### config.mk
export PLATFORM = sky130hd
export DESIGN_NAME = wavelet_pair_feeder
export DESIGN_NICKNAME = d
export VERILOG_FILES = /design/src/rtl/wavelet_pair_feeder.sv
export SDC_FILE = /design/constraint.sdc
export NUM_CORES = 1
export LEC_CHECK = 0
export ABC_AREA = 1
export CORE_ASPECT_RATIO = 0.5
export CORE_UTILIZATION = 25
export CTS_CLUSTER_SIZE = 16
export DETAILED_ROUTE_END_ITERATION = 7
export GPL_TIMING_DRIVEN = 0
export SETUP_SLACK_MARGIN = 0.1
export SLEW_MARGIN = 40
export SYNTH_ARGS = -nofsm -noshare
export SYNTH_HDL_FRONTEND = slang
export SYNTH_SLANG_ARGS = --single-unit
### constraint.sdc
create_clock -name clk -period 5 [get_ports clk]
set_clock_uncertainty 0.2 [all_clocks]
set_input_delay 1 -clock clk [delete_from_list [all_inputs] [get_ports clk]]
set_output_delay 1 -clock clk [all_outputs]
set_load 0.01 [all_outputs]
### src/rtl/wavelet_pair_feeder.sv
// Streams even/odd sample pairs from a dual-port frame memory into the lifting wavelet core.
// Row or column pass, 2-entry credit-gated output FIFO, line gap, abort and done handshake.
//
// state   | meaning
// --------+-------------------------------------------------------------
// S_IDLE  | waiting for start; no reads, busy low
// S_RUN   | issuing pair reads whenever FIFO credit allows
// S_GAP   | counted idle cycles between lines, no reads
// S_DRAIN | all reads issued; waiting for FIFO and read pipe to empty
module wavelet_pair_feeder #(
  parameter int IMG_W    = 64,
  parameter int IMG_H    = 64,
  parameter int PIX_W    = 8,
  parameter int OUT_W    = 16,
  parameter int ADDR_W   = 16,
  parameter int LINE_GAP = 2
) (
  input  logic              clk,
  input  logic              rst_n,
  input  logic              start,
  input  logic              col_mode,
  input  logic              abort,
  output logic              busy,
  output logic              done,
  output logic              rd_en,
  output logic [ADDR_W-1:0] rd_addr_even,
  output logic [ADDR_W-1:0] rd_addr_odd,
  input  logic [PIX_W-1:0]  rd_data_even,
  input  logic [PIX_W-1:0]  rd_data_odd,
  output logic              out_valid,
  input  logic              out_ready,
  output logic [OUT_W-1:0]  out_even,
  output logic [OUT_W-1:0]  out_odd,
  output logic              out_sol,
  output logic              out_eol,
  output logic              out_eof
);

  localparam int MAXD = (IMG_W > IMG_H) ? IMG_W : IMG_H;
  localparam int CW   = $clog2(MAXD + 1);
  localparam int GW   = $clog2(LINE_GAP + 2);
  localparam int EW   = 2 * PIX_W + 3;

  localparam logic [CW-1:0] ROW_PAIRS_M1 = CW'(IMG_W / 2 - 1);
  localparam logic [CW-1:0] COL_PAIRS_M1 = CW'(IMG_H / 2 - 1);
  localparam logic [CW-1:0] ROW_LINES_M1 = CW'(IMG_H - 1);
  localparam logic [CW-1:0] COL_LINES_M1 = CW'(IMG_W - 1);
  localparam logic [GW-1:0] GAP_M1       = GW'((LINE_GAP > 0) ? LINE_GAP - 1 : 0);

  localparam logic [ADDR_W-1:0] A_1  = ADDR_W'(1);
  localparam logic [ADDR_W-1:0] A_2  = ADDR_W'(2);
  localparam logic [ADDR_W-1:0] A_W  = ADDR_W'(IMG_W);
  localparam logic [ADDR_W-1:0] A_2W = ADDR_W'(2 * IMG_W);

  typedef enum logic [1:0] {S_IDLE, S_RUN, S_GAP, S_DRAIN} state_t;

  state_t state, state_nxt;

  logic              col_q;
  logic [CW-1:0]     pair_left;
  logic [CW-1:0]     line_left;
  logic [GW-1:0]     gap_left;
  logic [ADDR_W-1:0] base, addr_e, addr_o;
  logic [ADDR_W-1:0] base_nxt;

  logic              inflight;
  logic [2:0]        tag_q;

  logic [EW-1:0]     fifo_mem [2];
  logic              wr_ptr, rd_ptr;
  logic [1:0]        count;
  logic [1:0]        occ_eff;
  logic [EW-1:0]     head;

  logic start_acc, issue, push, pop, rd_ok;
  logic line_end, frame_end, sol_now, drained;

  assign line_end  = (pair_left == '0);
  assign frame_end = line_end && (line_left == '0);
  assign sol_now   = (pair_left == (col_q ? COL_PAIRS_M1 : ROW_PAIRS_M1));

  // Credit counts the slot freed by a same-cycle pop so out_ready=1 sustains one pair per clock.
  assign pop     = out_valid && out_ready;
  assign occ_eff = count - {1'b0, pop} + {1'b0, inflight};
  assign rd_ok   = (occ_eff < 2'd2);

  assign start_acc = (state == S_IDLE) && start && !abort;
  assign issue     = (state == S_RUN) && rd_ok && !abort;
  assign push      = inflight && !abort;
  assign drained   = (count == 2'd0) && !inflight;

  always_ff @(posedge clk or negedge rst_n) begin
    if (!rst_n) state <= S_IDLE;
    else        state <= state_nxt;
  end

  always_comb begin
    state_nxt = state;
    if (abort) begin
      state_nxt = S_IDLE;
    end else begin
      case (state)
        S_IDLE:  if (start) state_nxt = S_RUN;
        S_RUN: begin
          if (issue && frame_end)                    state_nxt = S_DRAIN;
          else if (issue && line_end && LINE_GAP > 0) state_nxt = S_GAP;
        end
        S_GAP:   if (gap_left == '0) state_nxt = S_RUN;
        S_DRAIN: if (drained) state_nxt = S_IDLE;
        default: state_nxt = S_IDLE;
      endcase
    end
  end

  assign base_nxt = base + (col_q ? A_1 : A_W);

  always_ff @(posedge clk or negedge rst_n) begin
    if (!rst_n) begin
      col_q     <= 1'b0;
      pair_left <= '0;
      line_left <= '0;
      base      <= '0;
      addr_e    <= '0;
      addr_o    <= '0;
    end else if (start_acc) begin
      col_q     <= col_mode;
      pair_left <= col_mode ? COL_PAIRS_M1 : ROW_PAIRS_M1;
      line_left <= col_mode ? COL_LINES_M1 : ROW_LINES_M1;
      base      <= '0;
      addr_e    <= '0;
      addr_o    <= col_mode ? A_W : A_1;
    end else if (issue) begin
      if (line_end) begin
        pair_left <= col_q ? COL_PAIRS_M1 : ROW_PAIRS_M1;
        line_left <= line_left - 1'b1;
        base      <= base_nxt;
        addr_e    <= base_nxt;
        addr_o    <= base_nxt + (col_q ? A_W : A_1);
      end else begin
        pair_left <= pair_left - 1'b1;
        addr_e    <= addr_e + (col_q ? A_2W : A_2);
        addr_o    <= addr_o + (col_q ? A_2W : A_2);
      end
    end
  end

  always_ff @(posedge clk or negedge rst_n) begin
    if (!rst_n) begin
      gap_left <= '0;
    end else if (issue && line_end && !frame_end) begin
      gap_left <= GAP_M1;
    end else if (state == S_GAP && gap_left != '0) begin
      gap_left <= gap_left - 1'b1;
    end
  end

  // Tags travel alongside the read so they land in the FIFO with their data.
  always_ff @(posedge clk or negedge rst_n) begin
    if (!rst_n) begin
      inflight <= 1'b0;
      tag_q    <= '0;
    end else begin
      inflight <= issue;
      if (issue) tag_q <= {frame_end, line_end, sol_now};
    end
  end

  always_ff @(posedge clk or negedge rst_n) begin
    if (!rst_n) begin
      count       <= '0;
      wr_ptr      <= 1'b0;
      rd_ptr      <= 1'b0;
      fifo_mem[0] <= '0;
      fifo_mem[1] <= '0;
    end else if (abort && state != S_IDLE) begin
      count  <= '0;
      wr_ptr <= 1'b0;
      rd_ptr <= 1'b0;
    end else begin
      if (push) begin
        fifo_mem[wr_ptr] <= {tag_q, rd_data_odd, rd_data_even};
        wr_ptr           <= ~wr_ptr;
      end
      if (pop) rd_ptr <= ~rd_ptr;
      count <= count + {1'b0, push} - {1'b0, pop};
    end
  end

  assign head      = fifo_mem[rd_ptr];
  assign out_valid = (count != 2'd0);
  assign out_even  = {{(OUT_W - PIX_W){1'b0}}, head[PIX_W-1:0]};
  assign out_odd   = {{(OUT_W - PIX_W){1'b0}}, head[2*PIX_W-1:PIX_W]};
  assign out_sol   = out_valid && head[EW-3];
  assign out_eol   = out_valid && head[EW-2];
  assign out_eof   = out_valid && head[EW-1];

  assign busy         = (state != S_IDLE);
  assign done         = (state == S_DRAIN) && drained && !abort;
  assign rd_en        = issue;
  assign rd_addr_even = addr_e;
  assign rd_addr_odd  = addr_o;

endmodule
==> impl_results.md <==
* Final hold vios at 0
* Post-route ant nets at 0
* Cell count after placement at approximately 1,300
* Logic gate share of total power at between 30% and 40%
* Tot Pwr at approximately 3.9 mW
* Nets at 1,037
* H-tree depth at 4
* CTS resizes at 0
* Peak supply drop at approximately 0.24 mV
* Via Count at approximately 6,300
* Worst-path clk slew at around 0.060 ns
* Root buf cell: clkbuf_16
* Max clock buf depth at 2
* Post-synthesis cell type count at between 40 and 50
* Area Growth Syn to Fin at 27.89%
* Worst slew margin at a little under 60%
* Hold WC Path Type: register to register
* Ys flop type: dfrtp_1
* Finished Layout Cells at around 1,400
* Worst-Skew Late Latency at between 0.4 and 0.5 ns
* Slew @ Worst Pin at around 0.63 ns
* Post-synth EDFFs at 0
* Io pins at 93
* Number of buffers added on ports at between 70 and 80
* Setup TNS at 0 ns
* DRC violations left at 0
* Clk network pwr share at a little under a third
* Most frequent cells in the layout: nand2_1 (253), dfrtp_1 (113), inv_1 (95), o21ai_0 (79), clkdlybuf4s50_1 (75)
* Most common cell on crit path: clkdlybuf4s50_1
* CP arrival at 3.33 ns
* Maximum fanout along the worst path at 10
* P_int at approximately 2.4 mW
* CP Capture Type: primary output
* TritonCTS buffer count at 17
* Die ar. at between 20,000 and 30,000 µm²
* Sw frac at between 30 and 40%
* Static Leakage at between 3 and 4 nW
* Setup-failing EPs final at 0
* Share of layout cells above drive strength 1 at a little under an eighth
* Routed vias/inst at 4.663
* TritonRoute pass-1 iters at 5
* Core area at around 26,000 µm²
* Crit path launch type: primary input
* Commonest non-fill, non-tap cell in the layout: nand2_1
* DRT iter0 DRCs at about 430
* # clock sinks at ~110
* Chip width at about 230 µm
* Layout filler cell count at ~2,800
* Total GRT Usage at 15.45%
* Largest net degree at the start of global routing at between 60 and 70
* YS warnings at 0
* Sequential share of power at about a third
* Power per Cell Area at around 450 nW/µm²
* Crit-path cells: clkdlybuf4s50_1, nand2_1, inv_1, ha_1, xnor2_1, nand3_1, nand3_4, clkinv_1, clkdlybuf4s50_1
* RSZ-0062 raised after global routing: false
* Setup Fix Bufs, Post-CTS at 0
* Antenna diode count at 0
* Cell Rows at 42
* Post-DP HPWL at between 15,000 and 20,000 µm
* GRT Residual Overflow at 0
* Delay of the slowest cell on the worst path at between 0.5 and 0.6 ns
* Sequential fraction of the synthesis area at 41.82%
* CTS tree: done
* Seq cells post-synth at 113
* Mapped Cells at 885
* Crit path max-delay cell type: clkdlybuf4s50_1
* Initial antenna violation count at 0
* Crit path kind: primary input to primary output
* Syn Area/Cell at 7.640 µm²
* Fin crit period at roughly 4.5 ns
* Starting Density at about a quarter
* Max Cap Violations at 0
* Peak Freq at approximately 220 MHz
* Critical Path RT at approximately 3.8 ns
* WL final at between 20,000 and 25,000 µm
* Total net switching power at 1.423 mW
* RePlAce Congestion at roughly 0.87
* Period utilization at approximately nine tenths
* First-pass GRT wire length at 33,330 µm
* WL/cell at around 15 µm
* Mapped cell area at around 6800 µm²
* Overall die height at 118.3 µm
* Async SR Flop Fraction at between 90% and 100%
* Vias in the first global route at 6,357
* Status: finished, final reports clean
* Cts hold-fix bufs at 0
* Slew Viols, Final at 0
## power by group through the flow
stage                     clock (mW)  sequential (mW)  combinational, mW
after global placement             0             1.31               1.31
after floorplan                    0             1.29              0.749
after CTS                       1.25             1.31               1.34
after global routing            1.30             1.34               1.49
after detailed placement           0             1.32               1.34
final                           1.23             1.31               1.33
## Yosys cell counts (3+ instances only)
library cell | count | area (µm²)
inv_2 | 5 | 18.77
o221ai_1 | 7 | 61.31
dfrtp_1 | 113 | 2828
nor2_1 | 39 | 146.4
xnor2_1 | 6 | 52.55
nand2_2 | 14 | 87.58
o21ai_0 | 79 | 395.4
nand4_1 | 10 | 62.56
o211ai_1 | 7 | 52.55
inv_1 | 95 | 356.6
or2_2 | 5 | 31.28
a21oi_1 | 32 | 160.2
nor3_1 | 9 | 45.04
clkbuf_1 | 15 | 56.30
a22oi_1 | 3 | 22.52
buf_4 | 17 | 127.6
o31ai_1 | 4 | 30.03
o21ai_1 | 5 | 25.02
xor2_1 | 11 | 96.34
o22ai_1 | 7 | 43.79
nand3_2 | 5 | 50.05
nor4_1 | 3 | 18.77
nand3_1 | 65 | 325.3
nand2_4 | 10 | 112.6
nor2_4 | 5 | 56.30
nor2_2 | 9 | 56.30
nand2_1 | 253 | 949.7
buf_2 | 8 | 40.04
ha_1 | 19 | 237.7
nand3b_1 | 5 | 37.54
## cells by family (layout without fill, tap and decap cells)
kind of cell               after synthesis  count (layout)  synth area share, %
other                                    1              16              0.05546
xor gates and xnor gates                17              17                2.202
DFF                                    113             113                41.82
and+or+nand+nor                        436             436                30.13
buffers and inverters                  142             251                8.975
adders and majority gates               19              19                3.516
AOI/OAI and AO/OA                      157             157                13.31
## layout make-up
| class | count | area, µm² | share of cell area [%] |
|---|---|---|---|
| buffer | 40 | 224.0 | 2.590 |
| inverter | 102 | 382.9 | 4.428 |
| sequential | 113 | 2828 | 32.70 |
| tap | 352 | 440.4 | 5.093 |
| clock inverter | 14 | 156.4 | 1.809 |
| timing repair buffer | 77 | 793.3 | 9.174 |
| multi-input combinational | 645 | 3383 | 39.13 |
| clock buffer | 18 | 439.2 | 5.079 |
## worst paths after layout
| path | from | endpoint | slack [ns] | depth (start not counted) |
|---|---|---|---|---|
| min in group asynchronous | rst_n | rd_addr_even[6] | 0.29 | 1 |
| max in group asynchronous | rst_n | fifo_mem[7] | 3.64 | 2 |
| min reg2reg | line_left[5] | line_left[5] | 0.28 | 1 |
| max | out_ready | rd_en | 0.47 | 9 |
| max reg2reg | count[0] | rd_addr_even[15] | 1.77 | 13 |
| min | line_left[5] | line_left[5] | 0.28 | 1 |
## through the flow
step | util, % | setup slack (ns) | hold slack (ns) | cell area, µm²
6_report | 32.65 | 0.4701 | 0.2797 | 8647
2_1_floorplan | - | 1.834 | 0.2447 | 6818
3_5_place_dp | 30.40 | 0.4613 | 0.2667 | 8051
5_1_grt | 32.65 | 0.3204 | 0.2991 | 8647
3_3_place_gp | 30.28 | -1.909 | 0.2643 | 8019
4_1_cts | 32.65 | 0.4477 | 0.2776 | 8647
## flip-flops by register name, summed over array words and instances, names as in the netlist
signal,cells
fifo_mem,38
base,16
rd_addr_even,16
rd_addr_odd,16
line_left,7
pair_left,7
tag_q,3
count,2
gap_left,2
state,2
col_q,1
inflight,1
rd_ptr,1
wr_ptr,1
## metal layers
metal  GRT usage, %  wire length (µm)
met1          20.06              9235
met2          25.09              9577
met3          3.596               992
met4          5.282               463
met5              0                 0
## critical path: cells and delay by family
family                   cells  cell delay (ns)
buffers and inverters        4             1.58
XOR/XNOR                     1             0.14
AND/OR/NAND/NOR              3             0.42
adder cells (fa/ha/maj)      1             0.17
(Power assumes the default switching activity.)
==> RTL change 1 (same settings) <==
The 4 states of `state_t` get a one-hot encoding in 4 bits.
--- a/src/rtl/wavelet_pair_feeder.sv
+++ b/src/rtl/wavelet_pair_feeder.sv
@@ -52,7 +52,7 @@
   localparam logic [ADDR_W-1:0] A_W  = ADDR_W'(IMG_W);
   localparam logic [ADDR_W-1:0] A_2W = ADDR_W'(2 * IMG_W);
 
-  typedef enum logic [1:0] {S_IDLE, S_RUN, S_GAP, S_DRAIN} state_t;
+  typedef enum logic [3:0] {S_IDLE = 4'b0001, S_RUN = 4'b0010, S_GAP = 4'b0100, S_DRAIN = 4'b1000} state_t;
 
   state_t state, state_nxt;
 
Behaviour: no difference found for any inputs over 4 cycles, from zero or initial values and one cycle with rst_n low; so few cycles prove little.
==> RTL change 1 against the original RTL <==
  * Area after synthesis is 1.7% higher
  * Register-to-register slack better by 0.09 ns
  * Die area is 1.7% higher
  * Wire length is 3.3% higher
  * Synthesized cell count is 2.3% higher
  * Final area is 1.9% higher
  * Setup slack better by 0.048 ns
  * Sequential cell count is 2 higher
  * Total power is 2.8% lower
  * Largest cell class unchanged
  * Highest routed layer unchanged
==> RTL change 1: results (changes against the original RTL) <==
- Status: finished clean
- Inst Count DP: 1349 (+1.5%)
- Max VDD drop: 0.000210 V (-14%)
- Avg WL per Cell: 15.2 microns (+1.8%)
- First-pass GRT wire length: 33.7 mm (+1.0%)
- Via/cell ratio: 4.71 (+1.0%)
- # H-tree levels: 4 (unchanged)
- Vias in the first global route: 6297 (-0.94%)
- Met2 WL: 10.0 mm (+4.8%)
- Non-Filler Instances: 1381 (+1.5%)
- Post-DP Area: 8170 sq um (+1.4%)
- DRT iter0 DRCs: 494 (+14%)
- Register area share after synthesis: 41.9% (+0.054 points)
- HPWL Detailed: 15.3 mm (+1.2%)
- Cells after Synth: 905 (+2.3%)
- Fill cells: 2761 (-1.3%)
- Worst Path Arrival: 3.28 ns (-0.05 ns)
- Met1 Wirelength: 9.45 mm (+2.3%)
- Worst-margin pin slew: 0.586 ns (-0.0470 ns)
- Final #Nets: 1057 (+1.9%)
- Synth area leaders: dfrtp_1 (41%), nand2_1 (14%), inv_1 (5.8%), o21ai_0 (5.7%), nand3_1 (4.4%)
- Clk_lat worst skew: 0.41 ns (-0.02 ns)
- CP Max Fanout: 11 (+1)
- LEAKAGE: 4.04 nW (+3.2%)
- Top post-synthesis cells by count: nand2_1 (254), dfrtp_1 (114), inv_1 (106)
- Share of layout cells above drive strength 1: 11.7% (+0.066 points)
- 1st-pass router iterations: 6 (+1)
- Met3 WL: 861 microns (-13%)
- RD Place Congestion: 0.925 (+6.7%)
- Largest net degree at the start of global routing: 59 (-11%)
[RTL change 1: cell count changes after synthesis, sizes merged, moves of 3 or more]
cell	delta
nand4	+9
nand2	-5
o22ai	+4
nor2	+4
inv	+16
nand3	-4
o21ai	+3
a21oi	-12
[RTL change 1: logic make-up after synthesis]
family,Yosys count,synth area share (%)
AND/OR/NAND/NOR,445,29.7
buffers and inverters,158,10.0
AO/OA/AOI/OAI,150,12.7
flip-flops,115,41.9
adder cells (fa/ha/maj),19,3.46
XOR/XNOR,17,2.17
other,1,0.0545
[RTL change 1: per-layer routing]
| metal | vias to the layer above | global-route usage (%) |
|---|---|---|
| met5 | - | 0 |
| met4 | 0 | 6.94 |
| met3 | 42 | 2.32 |
| met2 | 190 | 25.3 |
| met1 | 3117 | 19.6 |
| li1 | 3156 | - |
[RTL change 1: cell type report]
cell class	instances	area, sq um	share of cell area [%]
Buffer	41	248	2.81
Timing Repair Buffer	77	793	9.00
Tap cell	352	440	5.00
Multi-Input combinational cell	647	3360	38.2
Clock inverter	8	146	1.66
Clock buffer	24	502	5.69
Sequential cell	115	2880	32.7
Inverter	117	442	5.01
[RTL change 1: power breakdown]
| group | internal, W | total, W | switching, W |
|---|---|---|---|
| registers | 0.00112 | 0.00127 | 0.000158 |
| clock network | 0.000900 | 0.00134 | 0.000443 |
| logic | 0.000483 | 0.00114 | 0.000656 |
| total | 0.00250 | 0.00376 | 0.00126 |
[RTL change 1: path summary, 6_finish.rpt]
check | start | endpoint | slack, ns | cells after the start
setup / recovery | out_ready | rd_en | 0.52 | 11
hold / removal | fifo_mem[10] | fifo_mem[10] | 0.28 | 2
setup reg to reg | col_q | rd_addr_odd[14] | 1.86 | 14
hold reg to reg | fifo_mem[10] | fifo_mem[10] | 0.28 | 2
max in group asynchronous | rst_n | base[5] | 3.62 | 2
min in group asynchronous | rst_n | fifo_mem[32] | 0.31 | 1
[RTL change 1: critical path, delay by kind of cell]
| family | cells | cell delay (ns) |
|---|---|---|
| adders and majority gates | 1 | 0.23 |
| buffers and inverters | 6 | 1.68 |
| and+or+nand+nor | 4 | 0.38 |
[RTL change 1: per-stage QoR]
step	setup slack (ns)	hold slack (ns)
6_report	0.518	0.281
5_1_grt	0.354	0.304
4_1_cts	0.496	0.287
3_5_place_dp	0.496	0.273
3_3_place_gp	-1.99	0.267
2_1_floorplan	1.80	0.246
==> RTL change 2 (same flow settings) <==
Without the edit above. Set the parameter `IMG_H` to 128 (it was 64).
--- a/src/rtl/wavelet_pair_feeder.sv
+++ b/src/rtl/wavelet_pair_feeder.sv
@@ -9,7 +9,7 @@
 // S_DRAIN | all reads issued; waiting for FIFO and read pipe to empty
 module wavelet_pair_feeder #(
   parameter int IMG_W    = 64,
-  parameter int IMG_H    = 64,
+  parameter int IMG_H    = 128,
   parameter int PIX_W    = 8,
   parameter int OUT_W    = 16,
   parameter int ADDR_W   = 16,
Function: same outputs for any inputs over 4 cycles, from zero or initial values and one cycle with rst_n low; that may be too few to reach the edited logic, so the function may still have changed.
==> RTL change 2 against the original RTL <==
  * Wire length grew 0.74%
  * Setup slack got worse by 0.14 ns
  * Final area is 2.4% higher
  * Largest cell class unchanged
  * Area after synthesis rose by 2.8%
  * Sequential cell count grew 2
  * Non-clock buffer count rose by 1
  * Total power rose by 13%
  * Utilization is 0.31 points higher
==> RTL change 2: results (changes against the original RTL) <==
- Reg-to-reg setup timing slack: 1.87 ns (+0.10 ns)
- RR Endpoint: rd_addr_odd[11]
- R2R depth: 16 (+3)
- Avg WL per Cell: 14.2 microns (-4.3%)
- Post-DP Area: 8270 sq um (+2.7%)
- CP Max Fanout: 11 (+1)
- Synth area leaders: dfrtp_1 (41%), nand2_1 (15%), o21ai_0 (6.3%), inv_1 (5.7%), nand3_1 (4.8%)
- HPWL Detailed: 14.7 mm (-2.1%)
- Fill cells: 2819 (+0.79%)
- 1st-pass router iterations: 7 (+2)
- Unique masters post-synth: 44 (-4.3%)
- Register area share after synthesis: 41.4% (-0.42 points)
- First-pass GRT wire length: 33.4 mm (+0.23%)
- Largest net degree at the start of global routing: 74 (+12%)
- Non-Filler Cell Area, Final: 8850 sq um (+2.4%)
- Status: finished clean
- Pre-CTS WS: 0.327 ns (-0.134 ns)
- DRT iter0 DRCs: 585 (+35%)
- Vias: 6612 (+4.2%)
- Share of layout cells above drive strength 1: 11.0% (-0.64 points)
- Hold Path Class: in2async
- Top post-synthesis cells by count: nand2_1 (270), dfrtp_1 (115), inv_1 (105)
- Final #Nets: 1088 (+4.9%)
- Worst Path Arrival: 3.47 ns (+0.14 ns)
- Vias in the first global route: 6380 (+0.36%)
- Worst rel slew slack: 57.6% (-0.22 points)
==> RTL change 2: changes by cell type after synthesis, moves of 8 or more <==
cell     delta
a21oi_1    -10
o21ai_0     +8
inv_1      +10
nor2_1     +16
nand2_1    +17
==> RTL change 2: stage by stage <==
stage	hold WS (ns)	std cells
floorplan	0.248	950
global placement	0.264	1400
detailed placement	0.271	1401
CTS	0.279	1433
global route	0.290	1433
finish	0.283	1433
==> RTL change 2: report_power, final <==
group	leakage, nW	switching, W	internal, W
sequential	1.48	0.000250	0.00121
combinational	2.43	0.000999	0.000677
clock	0.283	0.000449	0.000770
==> RTL change 2: metal layers <==
| layer | vias up | GRT usage, % | part of all wire [%] |
|---|---|---|---|
| li1 | 3246 | - | - |
| met1 | 3165 | 19.6 | 45 |
| met2 | 180 | 24.7 | 47 |
| met3 | 21 | 3.34 | 6.4 |
| met4 | 0 | 5.65 | 1.6 |
| met5 | - | 0 | 0 |
==> RTL change 2: how the worst max path moves through the flow <==
stage / slack (ns) / cells after the start / to / start
after detailed placement: 0.33 / 11 / rd_en / out_ready
after global placement: -2.01 / 1 / fifo_mem[20] / rst_n
after CTS: 0.32 / 11 / rd_en / out_ready
final: 0.33 / 11 / rd_en / out_ready
after global routing: 0.17 / 11 / rd_en / out_ready
after floorplan: 1.73 / 9 / rd_en / out_ready
==> RTL change 2: final cells by class <==
cell class	count	share of cell area, %
multi-input cells	677	38.9
flip-flops and latches	115	32.5
repair buffers	77	8.96
clock buffers	23	5.40
well taps	374	5.29
inverters	117	4.96
plain buffers	41	2.76
clock inverters	9	1.17
==> RTL change 2: cells by family (layout without fill, tap and decap cells) <==
kind of cell | count (synthesis) | count (layout) | share of synthesized area (%)
and+or+nand+nor | 470 | 470 | 30.6
buffers and inverters | 158 | 267 | 9.83
AOI/OAI and AO/OA | 155 | 155 | 12.5
DFF | 115 | 115 | 41.4
adders and majority gates | 20 | 20 | 3.60
xor gates and xnor gates | 16 | 16 | 2.02
other | 1 | 16 | 0.0539
==> RTL change 2: critical path, delay by kind of cell <==
kind | cells | cell delay [ns]
adders and majority gates | 1 | 0.23
and+or+nand+nor | 4 | 0.46
buffers and inverters | 6 | 1.75
